==> config.mk <==
export PLATFORM = sky130hd
export DESIGN_NAME = image_rx_loader
export DESIGN_NICKNAME = d
export VERILOG_FILES = /design/src/rtl/image_rx_loader.sv
export SDC_FILE = /design/constraint.sdc
export NUM_CORES = 1
export LEC_CHECK = 0
export ABC_AREA = 1
export CORE_ASPECT_RATIO = 0.9
export CORE_MARGIN = 4
export CORE_UTILIZATION = 56
export DETAILED_ROUTE_END_ITERATION = 8
export PLACE_DENSITY = 0.8
export SYNTH_ARGS = -nofsm -noshare
export SYNTH_HDL_FRONTEND = slang
export SYNTH_SLANG_ARGS = --single-unit
export TNS_END_PERCENT = 30
==> constraint.sdc <==
create_clock -name clk -period 1.65 [get_ports clk]
set_input_delay 0.33 -clock clk [delete_from_list [all_inputs] [get_ports clk]]
set_output_delay 0.33 -clock clk [all_outputs]
set_load 0.05 [all_outputs]
==> src/rtl/image_rx_loader.sv <==
// Frames UART bytes (SYNC0, SYNC1, IMG_SIZE pixels) into the image RAM, then starts inference
// and waits for done. Bytes arriving while inference is pending are dropped and flagged.
module image_rx_loader #(
    parameter int          IMG_SIZE    = 784,
    parameter int          ADDR_W      = 10,
    parameter logic [7:0]  SYNC0       = 8'hAA,
    parameter logic [7:0]  SYNC1       = 8'h55,
    parameter int          TIMEOUT_CYC = 1000000,
    parameter int          TO_W        = 20
) (
    input  logic              clk,
    input  logic              rst,
    input  logic [7:0]        rx_data,
    input  logic              rx_valid,
    output logic              img_wr_en,
    output logic [ADDR_W-1:0] img_wr_addr,
    output logic [7:0]        img_wr_data,
    output logic              infer_start,
    input  logic              infer_done,
    output logic              busy,
    output logic              frame_err,
    output logic              overrun,
    output logic [7:0]        frame_count
);

    typedef enum logic [2:0] {
        S_IDLE,
        S_SYNC,
        S_LOAD,
        S_START,
        S_WAIT_DONE
    } state_t;

    localparam logic [ADDR_W-1:0] LAST_PIX = ADDR_W'(IMG_SIZE - 1);
    localparam logic [TO_W-1:0]   TO_LAST  = TO_W'(TIMEOUT_CYC - 1);

    state_t            state;
    logic [ADDR_W-1:0] pix_cnt;
    logic [TO_W-1:0]   to_cnt;

    always_ff @(posedge clk) begin
        if (rst) begin
            state       <= S_IDLE;
            pix_cnt     <= '0;
            to_cnt      <= '0;
            img_wr_en   <= 1'b0;
            img_wr_addr <= '0;
            img_wr_data <= '0;
            infer_start <= 1'b0;
            busy        <= 1'b0;
            frame_err   <= 1'b0;
            overrun     <= 1'b0;
            frame_count <= '0;
        end else begin
            img_wr_en   <= 1'b0;
            infer_start <= 1'b0;
            frame_err   <= 1'b0;

            case (state)
                S_IDLE: begin
                    if (rx_valid && rx_data == SYNC0) begin
                        state   <= S_SYNC;
                        busy    <= 1'b1;
                        overrun <= 1'b0;
                        to_cnt  <= '0;
                    end
                end
                S_SYNC: begin
                    if (rx_valid) begin
                        to_cnt <= '0;
                        if (rx_data == SYNC1) begin
                            state   <= S_LOAD;
                            pix_cnt <= '0;
                        end else if (rx_data != SYNC0) begin
                            state <= S_IDLE;
                            busy  <= 1'b0;
                        end
                    end
                end
                S_LOAD: begin
                    if (rx_valid) begin
                        img_wr_en   <= 1'b1;
                        img_wr_addr <= pix_cnt;
                        img_wr_data <= rx_data;
                        to_cnt      <= '0;
                        if (pix_cnt == LAST_PIX) begin
                            state <= S_START;
                        end else begin
                            pix_cnt <= pix_cnt + ADDR_W'(1);
                        end
                    end
                end
                S_START: begin
                    infer_start <= 1'b1;
                    state       <= S_WAIT_DONE;
                    if (rx_valid) begin
                        overrun <= 1'b1;
                    end
                end
                S_WAIT_DONE: begin
                    if (rx_valid) begin
                        overrun <= 1'b1;
                    end
                    // infer_start is still high on the first WAIT_DONE cycle; it masks a stale done
                    if (infer_done && !infer_start) begin
                        state       <= S_IDLE;
                        busy        <= 1'b0;
                        frame_count <= frame_count + 8'd1;
                    end
                end
                default: begin
                    state <= S_IDLE;
                    busy  <= 1'b0;
                end
            endcase

            // Inter-byte watchdog, only while a frame header or body is in flight
            if ((state == S_SYNC || state == S_LOAD) && !rx_valid) begin
                if (to_cnt == TO_LAST) begin
                    frame_err <= 1'b1;
                    state     <= S_IDLE;
                    busy      <= 1'b0;
                    to_cnt    <= '0;
                end else begin
                    to_cnt <= to_cnt + TO_W'(1);
                end
            end
        end
    end

endmodule

# Word level (Yosys, flattened, before mapping)
# Index checks and enable logic that the tools add are counted.
# word_totals
register_bits,64
inputBits,12
output_inout_bits,31
elab_cells,87
# op_classes
add_sub_neg,3
n_eq_ne,17
muxes,34
bitwise,2
reduce_logical,20
# ops
cell,count
$mux 20,4
$mux 10,4
$pmux 20 s2,1
$mux 3,9
$add 20x1->20 const B,1
$eq 20x20->1 const B,1
$pmux 10 s2,1
$pmux 3 s5,1
$mux 1,12
$add 10x1->10 const B,1
$eq 10x10->1 const B,1
$ne 2x2->1 const B,5
$reduce_or 2->1,5
$add 8x1->8 const B,1
$eq 8x7->1 const B,1
$eq 8x8->1 const B,1
$ne 8x8->1 const B,1
$eq 3x2->1 const B,2
$reduce_and 3->1,2
$reduce_and 5->1,1
$pmux 1 s4,1
$reduce_and 2->1,2
$reduce_bool 2->1,2
$eq 3x1->1 const B,1
other kinds (11),15

# Longest topological paths before layout
# depth
depth_word,7
ltp_mapped,11
ltp_nobuf,10

# Worst setup path before layout
# OpenSTA, ideal clock, no wires.
# synth_timing
kind,reg2reg
startpoint,register frame_count[1]
endpoint,register frame_count[6]
setup_time_ns,0.114
arrival_ns,1.386
required_ns,1.536
setup_slack_ns,0.149
path_stages_with_launch,7
n_path_buf,0
synth_period_minus_slack_ns,1.501
cell_sequence,dfxtp_1 > ha_1 > nand3_1 > nor3_1 > nand2_1 > nand2_1 > nor2_1
# synth_between
elab_chain_cells,1
# synth_lines
element,line,source
from (decl),23,output logic [7:0] frame_count
from (signal assigned),108,frame_count <= frame_count + 8'd1;
$add 8x1->8,108,
# Every way passes these cells.
# A chain may end at the register's enable or synchronous reset.

# Final worst setup path
# layout_timing
startpoint,input port rx_data[0]
endpoint,register pix_cnt[5]
# layout_between
elab_chain_cells,3
# layout_lines
element,line,source
from (decl),13,"input logic [7:0] rx_data,"
$eq 8x7->1,71,if (rx_data == SYNC1) begin
$ne 2x2->1 (no source line),-,
$reduce_and 5->1 (no source line),-,
to (signal assigned),89,pix_cnt <= pix_cnt + ADDR_W'(1);
to (decl),38,logic [ADDR_W-1:0] pix_cnt;
# Every way passes these cells.

==> flow_metrics.env <==
export IMPL_syn_inst=543
export IMPL_firstDrtPassIters=6
export IMPL_dp_hpwl_um=6480
export IMPL_die_w_um=91.2
export IMPL_die_y_um=82.9
export IMPL_crit_slowest_cell="clkdlybuf4s50_1"
export IMPL_ys_warn_count=0
export IMPL_slew_headroom_pct=72.5
export IMPL_yosysMostFrequentCell="nand2_1"
export IMPL_crit_required_ns=1.92
export IMPL_grt_usage_pct=24.0
export IMPL_wl_um=8930
export IMPL_crit_start="rx_data[0]"
export IMPL_yosysTopAreaCell="dfxtp_1"
export IMPL_cpLargestDelayFamily="simple AND/OR/NAND/NOR gates"
export IMPL_ys_flop_type="dfxtp_1"
export IMPL_post_cts_buffers=0
export IMPL_maxCapViolCount=0
export IMPL_vias=3683
export IMPL_cpMostUsedCell="nand2_1"
export IMPL_fin_nets=623
export IMPL_status="finished clean"
export IMPL_crit_path_end="pix_cnt[5]"
export IMPL_nFillCells=537
export IMPL_regToRegSetupSlack_ns=0.13
export IMPL_finalMaxSlewViolations=0
export IMPL_worst_pin_slew_ns=0.409
export IMPL_netlist_area_leader_share_pct=36.7
export IMPL_path_clk_slew_ns=0.07
export IMPL_ys_ff_latch=64
export IMPL_synth_area_top_cells="dfxtp_1, nand2_1, nand3_1"
export IMPL_period_needed_ns=1.54
export IMPL_clockRootBuffer="clkbuf_8"
export IMPL_syn_area_per_cell_um2=6.43
export IMPL_post_route_drc_count=0
export IMPL_critPathKind="in2reg"
export IMPL_n_antenna_cell=0
export IMPL_synth_edf_count=0
export IMPL_cp_arrival_ns=1.80
export IMPL_row_count=27
export IMPL_reg2regPathDepth=8
export IMPL_antenna_found_initial=0
export IMPL_skew_ns=0.00577
export IMPL_synth_common_cells="nand2_1, nor2_1, dfxtp_1"
export IMPL_start_util_pct=57.4
export IMPL_rr_endpoint="pix_cnt[5]"
export IMPL_synth_seq_area_share_pct=36.7
export IMPL_fin_hold_ws_ns=0.350
export IMPL_path_cells="clkdlybuf4s50_1 -> nand2_1 -> nor2_1 -> nand2_1 -> nand2_2 -> nand2_2 -> nor2_4 -> nand2_1 -> a21oi_1"
export IMPL_die_area_um2=7570
export IMPL_path_max_fanout=5
export IMPL_grt_ovfl_total=0
export IMPL_vdd_drop_max_mv=0.474
export IMPL_yosysUniqueCellTypes=28
export IMPL_cellPowerDensity_nw_per_um2=653
export IMPL_setup_tns_ns=0
export IMPL_fmax_mhz=651
export IMPL_htreeDepth=3
export IMPL_area_growth_pct=22.0
export IMPL_critPathCaptureType="register"
export IMPL_viasPerCell=5.38
export IMPL_seqCellArea_um2=1280
export IMPL_fin_crit_sh_pct=93.1
export IMPL_path_buf_inv=1
export IMPL_drive_gt1_share_pct=18.1
export IMPL_cts_sinks=64
export IMPL_drtIter0Drc=298
export IMPL_start_kind="input pin"
export IMPL_multiInputGateArea_um2=1940
export IMPL_clock_path_buffers=2
export IMPL_r2r_start="pix_cnt[0]"
export IMPL_gp_congestion=0.973
export IMPL_grt_max_degree=24
export IMPL_avgRoutedWirePerCell_um=13.1
export IMPL_worstHoldPathType="in2reg"
export IMPL_ys_async_sr_fraction_pct=0
export IMPL_grt_pass1_vias=3404
export IMPL_grt_first_pass_wirelength_um=15100
export IMPL_finalSetupViolCount=0
export IMPL_syn_area_um2=3490
export IMPL_power_uw=2780
export IMPL_cts_buffers_inserted=9
export IMPL_fin_util_pct=70.1
export IMPL_hold_viol=0
export IMPL_critical_path_depth=9
export IMPL_io_pin_count=43
export IMPL_core_area_um2=6080
export IMPL_antenna_left=0
export IMPL_port_buffers=42
export IMPL_cts_tree="built"
export IMPL_cpPeakStageDelay_ns=0.52
export IMPL_p_leak_uw=0.00167
export IMPL_synth_nets=558
export IMPL_worstSkewPairLatency_ns=0.34
==> layout by cell type (no fill, tap or decap) <==
| cell | synthesis | layout |
|---|---|---|
| nor3_1 | 5 | 5 |
| clkinvlp_4 | 0 | 1 |
| clkbuf_1 | 7 | 2 |
| nor2_2 | 4 | 4 |
| clkbuf_8 | 0 | 9 |
| nand3_2 | 5 | 5 |
| dfxtp_1 | 64 | 64 |
| a21oi_2 | 0 | 1 |
| o21bai_1 | 2 | 2 |
| xnor2_1 | 2 | 2 |
| nand3b_1 | 2 | 2 |
| nand2_4 | 0 | 1 |
| nor3b_1 | 2 | 2 |
| or2_2 | 2 | 2 |
| a21oi_1 | 48 | 47 |
| nand3_1 | 59 | 59 |
| dlymetal6s2s_1 | 0 | 2 |
| buf_4 | 2 | 59 |
| xor2_1 | 1 | 1 |
| ha_2 | 0 | 1 |
| nand4_1 | 18 | 18 |
| inv_1 | 55 | 52 |
| nor2_1 | 71 | 70 |
| a21oi_4 | 1 | 1 |
| ha_1 | 3 | 2 |
| nand2_1 | 154 | 151 |
| clkdlybuf4s50_1 | 0 | 9 |
| nand2_2 | 6 | 8 |
| o21ai_0 | 10 | 10 |
| nor2_4 | 7 | 9 |
| o21ai_1 | 1 | 1 |
| buf_12 | 0 | 1 |
| clkinv_2 | 0 | 3 |
| inv_2 | 3 | 6 |
==> how the worst min path moves through the flow <==
stage	startpoint	endpoint	depth (start not counted)
global route	rx_data[7]	img_wr_data[7]	3
finish	rx_data[7]	img_wr_data[7]	3
global placement	img_wr_addr[9]	img_wr_addr[9]	2
detailed placement	img_wr_addr[5]	img_wr_addr[5]	2
floorplan	to_cnt[18]	to_cnt[18]	2
CTS	img_wr_addr[6]	img_wr_addr[6]	2
==> state kept, by name (all words and copies together) (netlist names) <==
signal,count
busy,1
frame_count,8
frame_err,1
img_wr_addr,10
img_wr_data,8
img_wr_en,1
infer_start,1
overrun,1
pix_cnt,10
state,3
to_cnt,20
==> cells by family after synthesis <==
| logic type | after synthesis | share of synthesized area (%) |
|---|---|---|
| compound gates | 62 | 9.35 |
| xor+xnor | 3 | 0.753 |
| fa+ha+maj | 3 | 1.07 |
| buf+inv | 76 | 8.85 |
| flops | 64 | 36.7 |
| simple gates | 335 | 43.3 |
==> where the power goes <==
part / switching, uW / internal [uW]
registers: 0.123 / 1540
clock network: 596 / 529
logic: 67.6 / 44.5
total: 663 / 2120
==> cell type report <==
class | count | area share (%)
multi-input combinational | 404 | 45.5
sequential | 64 | 30.1
timing repair buffer | 71 | 13.6
inverter | 58 | 5.11
clock buffer | 11 | 3.08
tap | 72 | 2.11
clock inverter | 4 | 0.529
==> worst min-delay path, delay by kind of cell <==
family | cells | cell delay [ns]
buffers and inverters | 1 | 0.16
and+or+nand+nor | 1 | 0.09
AOI/OAI and AO/OA | 1 | 0.06
==> per-layer routing <==
layer / vias to the layer above / wire [um] / part of all wire (%) / global-route usage (%)
met2: 129 / 4000 / 45 / 38.7
li1: 1872 / - / - / -
met3: 11 / 603 / 6.8 / 7.25
met4: 0 / 97 / 1.1 / 5.62
met1: 1671 / 4220 / 47 / 31.5
met5: - / 0 / 0 / 0
==> what timing repair did <==
action                                  in CTS  in global routing
endpoints found under the setup margin       0                 14
gates resized for setup                      0                 14
hold buffers                                 0                  0
hold endpoints to repair                     0                  0
==> stage by stage <==
stage | worst slack, ns | area [um^2] | std cells
floorplan | 0.149 | 3490 | 543
detailed placement | -0.308 | 4060 | 668
CTS | 0.0417 | 4220 | 683
finish | 0.114 | 4260 | 684
global placement | -0.283 | 4060 | 668
global route | -0.0339 | 4260 | 684
Note: power is estimated with default switching activity, not from simulation.
